**src/rtl/barrel_shifter_pipe.sv**
```systemverilog
// Pipelined barrel shifter/rotator: one register slot per shift stage (2^k at stage k), valid/ready on both sides.
// Optional carry-out path is enabled by defining BARREL_SHIFTER_CARRY_EN.
module barrel_shifter_pipe #(
  parameter int WIDTH = 32
) (
  input  logic                      clk,
  input  logic                      rst_n,
  input  logic                      in_valid,
  output logic                      in_ready,
  input  logic [WIDTH-1:0]          in_data,
  input  logic [$clog2(WIDTH)-1:0]  in_shamt,
  input  logic [2:0]                in_mode,
  output logic                      out_valid,
  input  logic                      out_ready,
  output logic [WIDTH-1:0]          out_data
`ifdef BARREL_SHIFTER_CARRY_EN
  ,
  output logic                      out_carry
`endif
);

  localparam int SHAMT_W = $clog2(WIDTH);
  localparam int LAST    = SHAMT_W - 1;

  localparam logic [2:0] M_ROL = 3'b001;
  localparam logic [2:0] M_SRL = 3'b010;
  localparam logic [2:0] M_SLL = 3'b011;
  localparam logic [2:0] M_SRA = 3'b100;

  // Stage k keeps only the shamt bits later stages still need, packed into one flat vector.
  function automatic int sh_off(int k);
    int o;
    o = 0;
    for (int j = 0; j < k; j++) o += SHAMT_W - 1 - j;
    return o;
  endfunction

  localparam int SH_BITS = sh_off(LAST);

  logic [LAST:0]              vld_pipe, adv, load;
  logic [LAST:0][WIDTH-1:0]   data_q, data_d;
  logic [LAST-1:0][2:0]       md_q, md_d;
  logic [SH_BITS-1:0]         sh_q, sh_d, sh_ld;
`ifdef BARREL_SHIFTER_CARRY_EN
  logic [LAST:0]              carry_q, carry_d;
`endif

  for (genvar k = 0; k <= LAST; k++) begin : g_stg
    localparam int A  = 1 << k;
    localparam int RW = SHAMT_W - k;
    logic [WIDTH-1:0] d_in, d_shift;
    logic [RW-1:0]    sh_in;
    logic [2:0]       md_in;
`ifdef BARREL_SHIFTER_CARRY_EN
    logic             c_in, c_shift;
`endif

    if (k == 0) begin : g_src
      assign d_in  = in_data;
      assign sh_in = in_shamt;
      assign md_in = in_mode;
`ifdef BARREL_SHIFTER_CARRY_EN
      assign c_in  = 1'b0;
`endif
    end else begin : g_src
      assign d_in  = data_q[k-1];
      assign sh_in = sh_q[sh_off(k-1) +: RW];
      assign md_in = md_q[k-1];
`ifdef BARREL_SHIFTER_CARRY_EN
      assign c_in  = carry_q[k-1];
`endif
    end

    if (k < LAST) begin : g_fwd
      assign sh_d[sh_off(k) +: RW-1]  = sh_in[RW-1:1];
      assign sh_ld[sh_off(k) +: RW-1] = {(RW-1){load[k]}};
      assign md_d[k]                  = md_in;
    end

    always_comb begin
      case (md_in)
        M_ROL:   d_shift = (d_in << A) | (d_in >> (WIDTH - A));
        M_SRL:   d_shift = d_in >> A;
        M_SLL:   d_shift = d_in << A;
        M_SRA:   d_shift = $signed(d_in) >>> A;
        default: d_shift = (d_in >> A) | (d_in << (WIDTH - A));
      endcase
    end

    assign data_d[k] = sh_in[0] ? d_shift : d_in;

`ifdef BARREL_SHIFTER_CARRY_EN
    // Stages run in ascending order, so the last stage that shifts leaves the overall last-out bit.
    always_comb begin
      case (md_in)
        M_ROL:        c_shift = d_shift[0];
        M_SRL, M_SRA: c_shift = d_in[A-1];
        M_SLL:        c_shift = d_in[WIDTH-A];
        default:      c_shift = d_shift[WIDTH-1];
      endcase
    end

    assign carry_d[k] = sh_in[0] ? c_shift : c_in;
`endif
  end

  // A stage moves when any slot downstream of it is empty or the output retires.
  always_comb begin
    adv = '0;
    for (int k = 0; k <= LAST; k++) begin
      adv[k] = vld_pipe[k] && out_ready;
      for (int j = k + 1; j <= LAST; j++)
        if (!vld_pipe[j]) adv[k] = vld_pipe[k];
    end
    in_ready = !vld_pipe[0] || adv[0];
    load     = '0;
    load[0]  = in_valid && in_ready;
    for (int k = 1; k <= LAST; k++) load[k] = adv[k-1];
  end

  always_ff @(posedge clk) begin
    if (!rst_n) begin
      vld_pipe <= '0;
      data_q   <= '0;
      md_q     <= '0;
      sh_q     <= '0;
`ifdef BARREL_SHIFTER_CARRY_EN
      carry_q  <= '0;
`endif
    end else begin
      for (int k = 0; k <= LAST; k++) begin
        if (load[k]) begin
          vld_pipe[k] <= 1'b1;
          data_q[k]   <= data_d[k];
`ifdef BARREL_SHIFTER_CARRY_EN
          carry_q[k]  <= carry_d[k];
`endif
        end else if (adv[k]) begin
          vld_pipe[k] <= 1'b0;
        end
      end
      for (int k = 0; k < LAST; k++)
        if (load[k]) md_q[k] <= md_d[k];
      for (int b = 0; b < SH_BITS; b++)
        if (sh_ld[b]) sh_q[b] <= sh_d[b];
    end
  end

  assign out_valid = vld_pipe[LAST];
  assign out_data  = data_q[LAST];
`ifdef BARREL_SHIFTER_CARRY_EN
  assign out_carry = carry_q[LAST];
`endif

endmodule

```
**config.mk**
```make
export PLATFORM = sky130hd
export DESIGN_NAME = barrel_shifter_pipe
export DESIGN_NICKNAME = d
export VERILOG_FILES = /design/src/rtl/barrel_shifter_pipe.sv
export SDC_FILE = /design/constraint.sdc
export NUM_CORES = 1
export LEC_CHECK = 0
export ABC_AREA = 1
export CORE_MARGIN = 8
export CORE_UTILIZATION = 30
export CTS_BUF_LIST = sky130_fd_sc_hd__clkbuf_4
export DETAILED_ROUTE_END_ITERATION = 12
export DONT_BUFFER_PORTS = 1
export PLACE_DENSITY_LB_ADDON = 0.08
export REMOVE_ABC_BUFFERS = 1
export SKIP_LAST_GASP = 1
export SLEW_MARGIN = 0
export SYNTH_ARGS = -nofsm -noshare
export SYNTH_HDL_FRONTEND = slang
export SYNTH_SLANG_ARGS = --single-unit
export TNS_END_PERCENT = 50
```
**constraint.sdc**
```tcl
create_clock -name clk -period 1.5 [get_ports clk]
set_input_delay 0.3 -clock clk [delete_from_list [all_inputs] [get_ports clk]]
set_output_delay 0.3 -clock clk [all_outputs]
set_load 0.05 [all_outputs]
```
Word level (Yosys, flattened, before mapping)
Index checks and enable logic that the tools add are counted.
Word-level totals
  register bits: 187
  bits of input ports: 44
  output and inout bits: 34
  logic and storage cells: 89
Cells by class
  eq/ne operators: 19
  muxes and demuxes: 30
  bitwise gates (word level): 9
  reduce and logical (&&, ||, !) cells: 13
Operator list (count)
  one-hot mux 32 bit (4 select lines): 4
  two-way mux 32 bit: 5
  one-hot mux 32 bit (3 select lines): 1
  OR 16 x 32 -> 32 bit: 1
  OR 24 x 32 -> 32 bit: 1
  OR 28 x 32 -> 32 bit: 1
  OR 30 x 32 -> 32 bit: 1
  OR 31 x 32 -> 32 bit: 1
  OR 32 x 1 -> 32 bit: 1
  OR 32 x 2 -> 32 bit: 1
  OR 32 x 4 -> 32 bit: 1
  OR 32 x 8 -> 32 bit: 1
  equality test 3 x 2 -> 1 bit, second input constant: 10
  two-way mux 1 bit: 20
  equality test 3 bit, second input constant: 5
  equality test 3 x 1 -> 1 bit, second input constant: 4
  nonzero test 2 bit: 5
  logical AND 1 bit: 6
  zero test 1 bit: 1
  logical OR 1 bit: 1

Depth between registers and ports, before layout
Gate-level depths: netlist (run 1).
  depth after elaboration: 8
  gate-level depth with buffers: 9
  depth with buffers taken out: 9

Worst setup path before layout (run 1)
Ideal clock, no wire load.
  kind: reg-to-reg
  start point: register vld_pipe[4]
  end point: register data_q (netlist bit g_stg[1].d_in[11])
  arrival time: 1.806 ns
  required time: 1.384 ns
  path slack: -0.422 ns
  cell stages (with the launch flop): 7
  buffers on the path: 1
  path through: dfxtp_1 > nand3_2 > nor2_4 > nand3_4 > clkbuf_1 > a21oi_1 > nor2_1
Between the ends
  cells in the longest elaborated chain, start to end: 3
RTL lines
  start: declaration: line 40  | logic [LAST:0] vld_pipe, adv, load;
  start signal: assignment: line 123  | vld_pipe <= '0;
  start signal: indexed assignment: line 133  | vld_pipe[k] <= 1'b1;
  start signal: indexed assignment: line 139  | vld_pipe[k] <= 1'b0;
  two-way mux 1 bit: line 113  | if (!vld_pipe[j]) adv[k] = vld_pipe[k];
  logical OR 1 bit: line 115  | in_ready = !vld_pipe[0] || adv[0];
  net in_ready: line 9  | output logic in_ready,
  logical AND 1 bit: line 117  | load[0] = in_valid && in_ready;
  end signal: indexed assignment: line 134  | data_q[k] <= data_d[k];
  end: declaration: line 41  | logic [LAST:0][WIDTH-1:0] data_q, data_d;
The timed path passes the listed nets, and every way through them passes these cells.
A chain may end at the register's enable or synchronous reset.

Worst setup path after layout (run 1)
  start point: input port out_ready
  end point: output port in_ready
Between the ends
  cells in the longest elaborated chain, start to end: 6
RTL lines
  start: declaration: line 14  | input logic out_ready,
  logical AND 1 bit: line 111  | adv[k] = vld_pipe[k] && out_ready;
  two-way mux 1 bit (4 in a row): line 113
  logical OR 1 bit: line 115
  end: declaration: line 9
Every way passes these cells.

==> metrics.txt, run 1 <==
outcome finished, violations left; failing checks negative hold slack, negative setup slack; number of global-route vias before repair about 8800; area share of the largest cell type after synthesis 39.3%; largest net degree at the start of global routing ~160; DR vias 9306; Worst EP required ~1.2 ns; hold depth 2; core area approximately 0.031 sq mm; post-synthesis mux area share 0%; Max Cap Viol 0; critical hold path startpoint rst_n; setup violators final between 60 and 70; clk buf depth 2; clock latency at the later pin of the worst-skew pair roughly 0.59 ns; clock sink total 187; fin util 36.2%; f_max ~550 MHz; final std cell area, no fill 0.0114 sq mm; FF-to-FF End sh_q[2]$_SDFFE_PN0P_; post-DR wirelength/cell between 15 and 20 microns; Layout fillers roughly 3400; R2R Setup Slk -0.13 ns; CP Class in2out; clk slew on worst S/H paths between 0.15 and 0.2 ns; register area share after synthesis approximately 40%; Die Y-Extent 194 microns; register bit count reported by yosys 187; Synth area leaders dfxtp_1 (39%), o21ai_0 (14%), a21oi_1 (12%), nand2_1 (7.8%), inv_1 (4.6%); Nets around 1500; Starting Density between 30% and 40%; GRT Util Overall approximately 15%; Post-synth top flop dfxtp_1; worst relative slew slack 26.1%; DIE WIDTH 194 microns; Pins Over Slew Limit 0; synthesized area ~0.0095 sq mm; area delta synth->final 19.1%; Final Hold Slack -0.182 ns; Synth Area in Compound Gates 31.5%; layout cells sized above 1 between 10% and 20%; Reg area between 0.003 and 0.004 sq mm; Die ar. about 0.038 sq mm; CP Capture Type primary output; Final HPWL DP 19.7 mm; row count 65; leakage power 4.39 nW; CTS tree yes; GPL Wtd Cong between 0.7 and 0.8; Period Utilization, post-route 122%; TritonRoute pass-1 iters 5; Routed Antenna Nets 0; Hold WC Path Type in2reg; Final Hold Fails 124; # DRC 0; kind of start point of the critical path input port; Async SR Flop Fraction 0%; Gate Count Post-Synth 1419; Vias/cell 5.02; RSZ-0062 raised after global routing yes; Hold EP out_data[27]$_SDFFE_PN0P_; min Tclk post-route around 1.8 ns; commonest cells in the netlist o21ai_0 (260), a21oi_1 (226), nand2_1 (199); final worst setup slack -0.323 ns; antenna violations before repair 1; drt total wl about 30 mm; Syn. warnings 0; setup TNS -6.13 ns; Synth Area in XOR/XNOR 0%; Worst R2R Path Depth 10; GRT overflow 0; Unique masters post-synth 30; pwr dens 867 mW/mm^2; mean post-synth cell area ~6.7 sq um; Num CTS Buffers 17; worst endpoint data arrival time around 1.5 ns; largest family of logic cells by synthesized area compound AO/OA/AOI/OAI gates; Placed Instance Area 0.0103 sq mm; first-pass GRT wire length 48.2 mm; Clk Tree Root Cell clkbuf_4; Clock Skews 0.0366 ns; Buffers on Ports 0; Iter 0 DRT Violations approximately 500; H-tree depth 4; reg2reg start vld_pipe[4]$_SDFFE_PN0P_; leading area contributor after synthesis dfxtp_1; total power draw 9.84 mW; worst-margin pin slew between 1 and 1.5 ns; maximum vdd drop ~0.00055 V; placed insts 1778; Top Ports between 70 and 80; Post-synth EDFFs 0; area occupied by multi-input gates approximately 0.0049 sq mm; Adder-Cell Fraction of Synth Area 0%; Post-Synth Simple-Gate Area 19.1%; Layout Cells excl Fill around 1900; most common cell in the netlist o21ai_0; CP max FO 2
[flip-flops by register name, summed over array words and instances (netlist names)]
name,flops
g_stg.d_in,128
g_stg.md_in,12
out_data,32
sh_q,10
vld_pipe,5
[worst max path at each step]
stage,cells past startpoint,start,slack (ns),end
final,6,out_ready,-0.32,in_ready
after floorplan,7,vld_pipe[4]$_SDFFE_PN0P_,-0.82,g_stg[2].d_in[1]$_SDFFE_PN0P_
after global routing,4,vld_pipe[4]$_SDFFE_PN0P_,-0.42,in_ready
after CTS,4,vld_pipe[4]$_SDFFE_PN0P_,-0.39,in_ready
after detailed placement,7,g_stg[4].md_in[2]$_SDFFE_PN0P_,-0.05,out_data[18]$_SDFFE_PN0P_
after global placement,7,g_stg[4].md_in[2]$_SDFFE_PN0P_,-0.03,out_data[18]$_SDFFE_PN0P_
[power breakdown]
| part | internal [mW] | total (mW) | switching [mW] |
|---|---|---|---|
| Clock | 0.758 | 2.76 | 2.00 |
| Combinational | 0.652 | 1.62 | 0.968 |
| Sequential | 5.22 | 5.46 | 0.238 |
[critical path: stages]
cell and delay, ns:
dlygate4sd3_1 0.58, inv_1 0.11, nand3_4 0.09, nor2_4 0.12, nand3_4 0.13, buf_8 0.19
[final cells by class]
cell class | instances | area share, %
Tap cell | 402 | 4.43
Timing Repair Buffer | 113 | 12.5
Sequential cell | 187 | 33.3
Clock buffer | 17 | 1.12
Inverter | 124 | 4.17
Clock inverter | 14 | 1.32
Multi-Input combinational cell | 996 | 43.1
Antenna cell | 2 | 0.0441
[routing by layer]
| layer | vias to the layer above | GRT usage [%] | wire length [microns] |
|---|---|---|---|
| met4 | 0 | 2.66 | 273 |
| met5 | - | 0 | 0 |
| met2 | 142 | 24.6 | 13700 |
| li1 | 4883 | - | - |
| met3 | 13 | 3.47 | 1150 |
| met1 | 4268 | 20.3 | 14500 |
[kinds of logic after synthesis]
group	count (synthesis)
and+or+nand+nor	424
buffers and inverters	236
DFF	187
AOI/OAI and AO/OA	572
[what timing repair did]
| action | 4_1_cts | 5_1_grt |
|---|---|---|
| endpoints found under the hold margin | 184 | 160 |
| pin swaps | 2 | 2 |
| setup endpoints to repair | 98 | 158 |
| gates resized for setup | 32 | 52 |
| buffers inserted | 5 | 7 |
| cloned | 0 | 10 |
| hold buffers | 21 | 1 |
[metrics by stage]
step | setup slack (ns) | hold slack, ns
2_1_floorplan | -0.818 | 0.426
3_3_place_gp | -0.0287 | 0.451
3_5_place_dp | -0.0511 | 0.454
4_1_cts | -0.393 | -0.238
5_1_grt | -0.417 | -0.277
6_report | -0.323 | -0.182
[placed cells by master (no fill, tap or decap), types with 4 or more instances in the layout]
master	synthesis	routed
nor3_1	12	11
a21oi_2	0	5
dlygate4sd3_1	0	20
clkbuf_4	0	17
nand2_1	199	197
buf_12	0	21
o211ai_1	33	33
o21ai_1	15	21
nand3_1	56	56
buf_8	0	9
or2_2	12	12
a21oi_1	226	221
inv_8	0	6
clkinv_4	0	4
o22ai_1	20	20
nand2_2	2	4
buf_4	4	39
a31oi_1	16	16
dfxtp_2	0	30
buf_6	3	14
clkbuf_16	0	8
nand4_1	27	27
dfxtp_1	187	157
inv_1	118	118
o21ai_0	260	253
nor2_1	110	109
(Power assumes the default switching activity.)
==> run 2: changes to the inputs <==
--- a/config.mk
+++ b/config.mk
@@ -7,10 +7,11 @@
 export LEC_CHECK = 0
 export ABC_AREA = 1
 export CORE_MARGIN = 8
-export CORE_UTILIZATION = 30
+export CORE_UTILIZATION = 44
 export CTS_BUF_LIST = sky130_fd_sc_hd__clkbuf_4
 export DETAILED_ROUTE_END_ITERATION = 12
 export DONT_BUFFER_PORTS = 1
+export GPL_TIMING_DRIVEN = 0
 export PLACE_DENSITY_LB_ADDON = 0.08
 export REMOVE_ABC_BUFFERS = 1
 export SKIP_LAST_GASP = 1
==> constraint.sdc (replaced) <==
create_clock -name clk -period 2 [get_ports clk]
set_input_delay 0.4 -clock clk [delete_from_list [all_inputs] [get_ports clk]]
set_output_delay 0.4 -clock clk [all_outputs]
set_load 0.05 [all_outputs]
==> metrics.txt, run 2 (same netlist as run 1, synthesis figures left out) <==
setup violators final 1; GRT overflow 0; GPL Wtd Cong 0.816; critical hold path startpoint in_mode[0]; # DRC 0; Critical Path Slowest Stage Cell dfxtp_1; antenna violations before repair 2; min Tclk post-route about 2.0 ns; area delta synth->final 10.6%; largest delay contributor family on the critical path flip-flops; DR vias ~9300; Vias/cell between 5 and 6; Buffers on Ports 0; maximum vdd drop between 0.0003 and 0.0004 V; Crit path largest cell delay 0.68 ns; Top Ports between 70 and 80; TritonRoute pass-1 iters 5; CTS tree yes; first-pass GRT wire length around 45 mm; Hold WC Path Type in2reg; Hold EP g_stg[1].md_in[0]$_SDFFE_PN0P_; pwr dens 712 mW/mm^2; Die Y-Extent 163 microns; Worst EP required 1.60 ns; failing checks negative setup slack; reg2reg start vld_pipe[1]$_SDFFE_PN0P_; Clock Skews approximately 0.021 ns; largest net degree at the start of global routing about 130; worst-margin pin slew around 0.9 ns; Num CTS Buffers 17; number of global-route vias before repair 8673; leakage power between 3 and 4 nW; post-DR wirelength/cell between 15 and 20 microns; Nets 1440; Die ar. 0.0266 sq mm; critical path cell sequence nand3_4; Routed Antenna Nets 0; Iter 0 DRT Violations between 600 and 700; f_max 498 MHz; kind of start point of the critical path register; WP buf/inv 0; final worst setup slack -0.00871 ns; Worst R2R Path Depth 4; hold depth 2; Max Cap Viol 0; CP max FO 6; GRT Util Overall between 20% and 30%; Clk Tree Root Cell clkbuf_4; Pins Over Slew Limit 0; core area 0.0216 sq mm; Final Hold Fails 0; pre-CTS WS -1.01 ns; R2R Setup Slk around 0.02 ns; worst relative slew slack just over 40%; Period Utilization, post-route 100%; Layout fillers 2314; setup TNS -0.00871 ns; clock latency at the later pin of the worst-skew pair slightly below 0.6 ns; RSZ-0062 raised after global routing yes; max FFs per register 128; clock sink total between 150 and 200; clk buf depth 2; Final HPWL DP approximately 17 mm; commonest non-fill, non-tap cells in the layout o21ai_0 (260), a21oi_1 (226), nand2_1 (194); drt total wl about 28 mm; Starting Density roughly 44%; total power draw between 7 and 8 mW; DIE WIDTH roughly 160 microns; layout cells sized above 1 under 10%; most common cell after layout, fill and taps aside o21ai_0; Final Hold Slack between 0.03 and 0.04 ns; CP Class reg2out; FF-to-FF End sh_q[8]$_SDFFE_PN0P_; outcome finished, violations left; H-tree depth 4; worst endpoint data arrival time about 1.6 ns; clk slew on worst S/H paths between 0.15 and 0.2 ns; CP Capture Type primary output; row count 54
[run 2: changes by cell type in the layout (fill, tap and decap cells not counted), sizes merged]
| cell | previous run | this run |
|---|---|---|
| bufinv | 0 | 4 |
| dlygate4sd3 | 20 | 42 |
| clkinvlp | 0 | 14 |
| clkbuf | 26 | 18 |
| nand2 | 202 | 204 |
| buf | 83 | 16 |
| nor2 | 113 | 114 |
| diode | 2 | 1 |
| inv | 130 | 118 |
| nand3 | 58 | 61 |
| dlymetal6s4s | 1 | 0 |
[run 2: per-layer routing]
layer / vias to the layer above / track usage, % / share of wire [%]
li1: 4804 / - / -
met5: - / 0 / 0
met4: 0 / 4.75 / 1.1
met2: 211 / 33.7 / 48
met1: 4255 / 26.4 / 46
met3: 24 / 4.41 / 5.2
[run 2: worst max path at each step]
stage,startpoint,end,slack [ns],cells after the start
after floorplan,vld_pipe[4]$_SDFFE_PN0P_,g_stg[2].d_in[1]$_SDFFE_PN0P_,-0.32,7
after global placement,vld_pipe[4]$_SDFFE_PN0P_,g_stg[4].d_in[31]$_SDFFE_PN0P_,-0.96,5
after detailed placement,vld_pipe[4]$_SDFFE_PN0P_,g_stg[4].d_in[24]$_SDFFE_PN0P_,-1.01,5
after CTS,sh_q[4]$_SDFFE_PN0P_,g_stg[3].d_in[3]$_SDFFE_PN0P_,-0.17,5
after global routing,vld_pipe[4]$_SDFFE_PN0P_,out_data[6]$_SDFFE_PN0P_,-0.12,7
final,vld_pipe[1]$_SDFFE_PN0P_,in_ready,-0.009,1
[run 2: timing repair]
| action | in CTS | in global routing |
|---|---|---|
| endpoints found under the setup margin | 166 | 159 |
| setup buffers | 6 | 7 |
| hold buffers | 42 | 1 |
| cloned | 8 | 4 |
| resized for setup | 20 | 18 |
| pin swaps | 1 | 2 |
| endpoints found under the hold margin | 169 | 4 |
[run 2: layout make-up]
class | count | area (sq um) | area share [%]
clock inverter | 14 | 195 | 1.85
antenna | 1 | 2.50 | 0.0237
tap | 280 | 350 | 3.32
timing repair buffer | 58 | 618 | 5.86
timing repair inverter | 6 | 45.0 | 0.427
multi-input combinational | 1002 | 4960 | 47.0
sequential | 187 | 3760 | 35.6
inverter | 124 | 489 | 4.64
clock buffer | 18 | 135 | 1.28
[run 2: metrics by stage]
stage                     cell area (sq um)  instances  util (%)
after floorplan                        9030       1307         -
after global placement                 9390       1587      43.5
after detailed placement               9410       1588      43.7
after CTS                             10400       1676      48.1
after global routing                  10500       1690      48.9
final                                 10500       1690      48.9
[run 2: power by group]
group	total (mW)	switching, mW	internal, mW
combinational	1.02	0.652	0.371
sequential	4.16	0.247	3.91
clock	2.32	1.31	1.01
total	7.51	2.21	5.29
==> run 3: changes to the inputs <==
--- a/config.mk
+++ b/config.mk
@@ -7,7 +7,7 @@
 export LEC_CHECK = 0
 export ABC_AREA = 1
 export CORE_MARGIN = 8
-export CORE_UTILIZATION = 44
+export CORE_UTILIZATION = 66
 export CTS_BUF_LIST = sky130_fd_sc_hd__clkbuf_4
 export DETAILED_ROUTE_END_ITERATION = 12
 export DONT_BUFFER_PORTS = 1
==> metrics.txt, run 3 (same netlist as run 1, synthesis figures left out) <==
commonest non-fill, non-tap cells in the layout o21ai_0 (253), a21oi_1 (226), nand2_1 (194); kind of start point of the critical path register; clock network power share a little over a quarter; reg2reg start vld_pipe[4]$_SDFFE_PN0P_; min Tclk post-route between 2 and 2.5 ns; CP Class reg2reg; number of global-route vias before repair around 8600; P_sw 2.17 mW; post-DR wirelength/cell 16.5 microns; Logic pwr share about 14%; GRT overflow 0; clk slew on worst S/H paths roughly 0.15 ns; Final HPWL DP about 15 mm; part of the power in registers between 50 and 60%; worst relative slew slack 40.1%; met3 Track Usage GR between 6 and 7%; Top Ports just under 80; FF-to-FF End g_stg[4].md_in[2]$_SDFFE_PN0P_; gr busiest metal met2; Period Utilization, post-route 101%; CP Capture Type register; Placed Instance Area just over 0.009 sq mm; maximum vdd drop 0.000296 V; Nets about 1400; failing checks negative setup slack; Worst EP required 2.51 ns; most common cell after layout, fill and taps aside o21ai_0; Max Cap Viol 0; layout cells sized above 1 a little over 7%; R2R Setup Slk -0.02 ns; Final Hold Slack just under 0.03 ns; Buffers on Ports 0; Final Hold Fails 0; setup TNS -0.0207 ns; Layout fillers between 1000 and 1500; Iter 0 DRT Violations around 750; GPL Wtd Cong just under 0.9; TritonRoute pass-1 iters 7; worst-margin pin slew 0.895 ns; worst endpoint data arrival time about 2.5 ns; final worst setup slack -0.0207 ns; DR vias around 9700; GRT Util Overall 27.1%; clk buf depth 2; clock sink total around 190; Hold WC Path Type in2reg; antenna violations before repair 1; H-tree depth 4; clock latency at the later pin of the worst-skew pair around 0.6 ns; cell internal pwr 4.88 mW; CP max FO 27; final std cell area, no fill between 0.01 and 0.015 sq mm; placed insts 1492; # DRC 0; critical hold path startpoint in_valid; pwr dens 678 mW/mm^2; Worst R2R Path Depth 6; first-pass GRT wire length 41.7 mm; leakage power 3.81 nW; fin util about 73%; Pins Over Slew Limit 0; Die Y-Extent 136 microns; Clk Tree Root Cell clkbuf_4; f_max 495 MHz; area delta synth->final 9.16%; Starting Density roughly two thirds; Num CTS Buffers 17; RSZ-0062 raised after global routing yes; outcome finished, violations left; drt total wl 26.4 mm; Vias/cell ~6.0; Layout Cells excl Fill 1598; DIE WIDTH between 100 and 150 microns; Hold EP g_stg[1].d_in[27]$_SDFFE_PN0P_; largest net degree at the start of global routing between 100 and 150; max FFs per register ~130; Sw Ratio 30.8%; setup violators final 1; Routed Antenna Nets 0; core area about 0.014 sq mm; Die ar. 0.0185 sq mm; row count 44; grt met2 use a little under half; met1 Usage GRT 33.3%; Clock Skews between 0.01 and 0.015 ns; hold depth 2; CTS tree yes
-- run 3: timing repair --
action                                  CTS  global route
hold buffers                             47             0
cloned                                    8             8
gates resized for setup                  21            28
pin swaps                                 2             3
setup buffers                             5             4
hold endpoints to repair                173             0
endpoints found under the setup margin  162           150
-- run 3: stage by stage --
| step | worst slack [ns] | total power [mW] |
|---|---|---|
| after CTS | -0.204 | 6.99 |
| final | -0.0207 | 7.05 |
| after detailed placement | -0.926 | 5.07 |
| after global routing | -0.157 | 7.37 |
| after global placement | -0.892 | 5.05 |
| after floorplan | -0.318 | 4.84 |
-- run 3: power by group through the flow --
stage	logic, mW	clock network (mW)	registers [mW]
final	1.01	1.88	4.16
after global routing	1.15	2.03	4.19
after CTS	0.961	1.89	4.14
after detailed placement	0.850	0	4.22
after global placement	0.832	0	4.21
after floorplan	0.677	0	4.16
-- run 3: worst max path at each step --
stage / startpoint / end / slack (ns)
after detailed placement: vld_pipe[4]$_SDFFE_PN0P_ / g_stg[4].d_in[0]$_SDFFE_PN0P_ / -0.93
after global placement: vld_pipe[4]$_SDFFE_PN0P_ / g_stg[4].d_in[30]$_SDFFE_PN0P_ / -0.89
after global routing: vld_pipe[4]$_SDFFE_PN0P_ / g_stg[4].md_in[2]$_SDFFE_PN0P_ / -0.16
after CTS: g_stg[2].md_in[0]$_SDFFE_PN0P_ / g_stg[3].d_in[2]$_SDFFE_PN0P_ / -0.20
after floorplan: vld_pipe[4]$_SDFFE_PN0P_ / g_stg[2].d_in[1]$_SDFFE_PN0P_ / -0.32
final: vld_pipe[4]$_SDFFE_PN0P_ / g_stg[4].md_in[2]$_SDFFE_PN0P_ / -0.02
-- run 3: area by class of cell --
| cell class | instances | area, sq um | share of cell area [%] |
|---|---|---|---|
| clock buffer | 18 | 135 | 1.30 |
| inverter | 124 | 489 | 4.70 |
| timing repair buffer | 60 | 666 | 6.40 |
| sequential | 187 | 3760 | 36.1 |
| tap | 184 | 230 | 2.21 |
| clock inverter | 14 | 106 | 1.02 |
| antenna | 1 | 2.50 | 0.0240 |
| multi-input combinational | 1002 | 4960 | 47.7 |
| timing repair inverter | 8 | 60.1 | 0.577 |
-- run 3: metal layers --
layer / vias to the layer above / wire length (microns)
met1: 4433 / 11000
met5: - / 0
li1: 4815 / -
met2: 363 / 12900
met3: 47 / 1870
met4: 0 / 588
-- run 3: worst max-delay path: stages, from the launching register on --
cell	delay [ns]
dfxtp_4	0.48
nand3_4	0.11
buf_4	0.16
nand2_4	0.29
o21ai_0	0.12
dlygate4sd3_1	0.60
a21oi_1	0.18
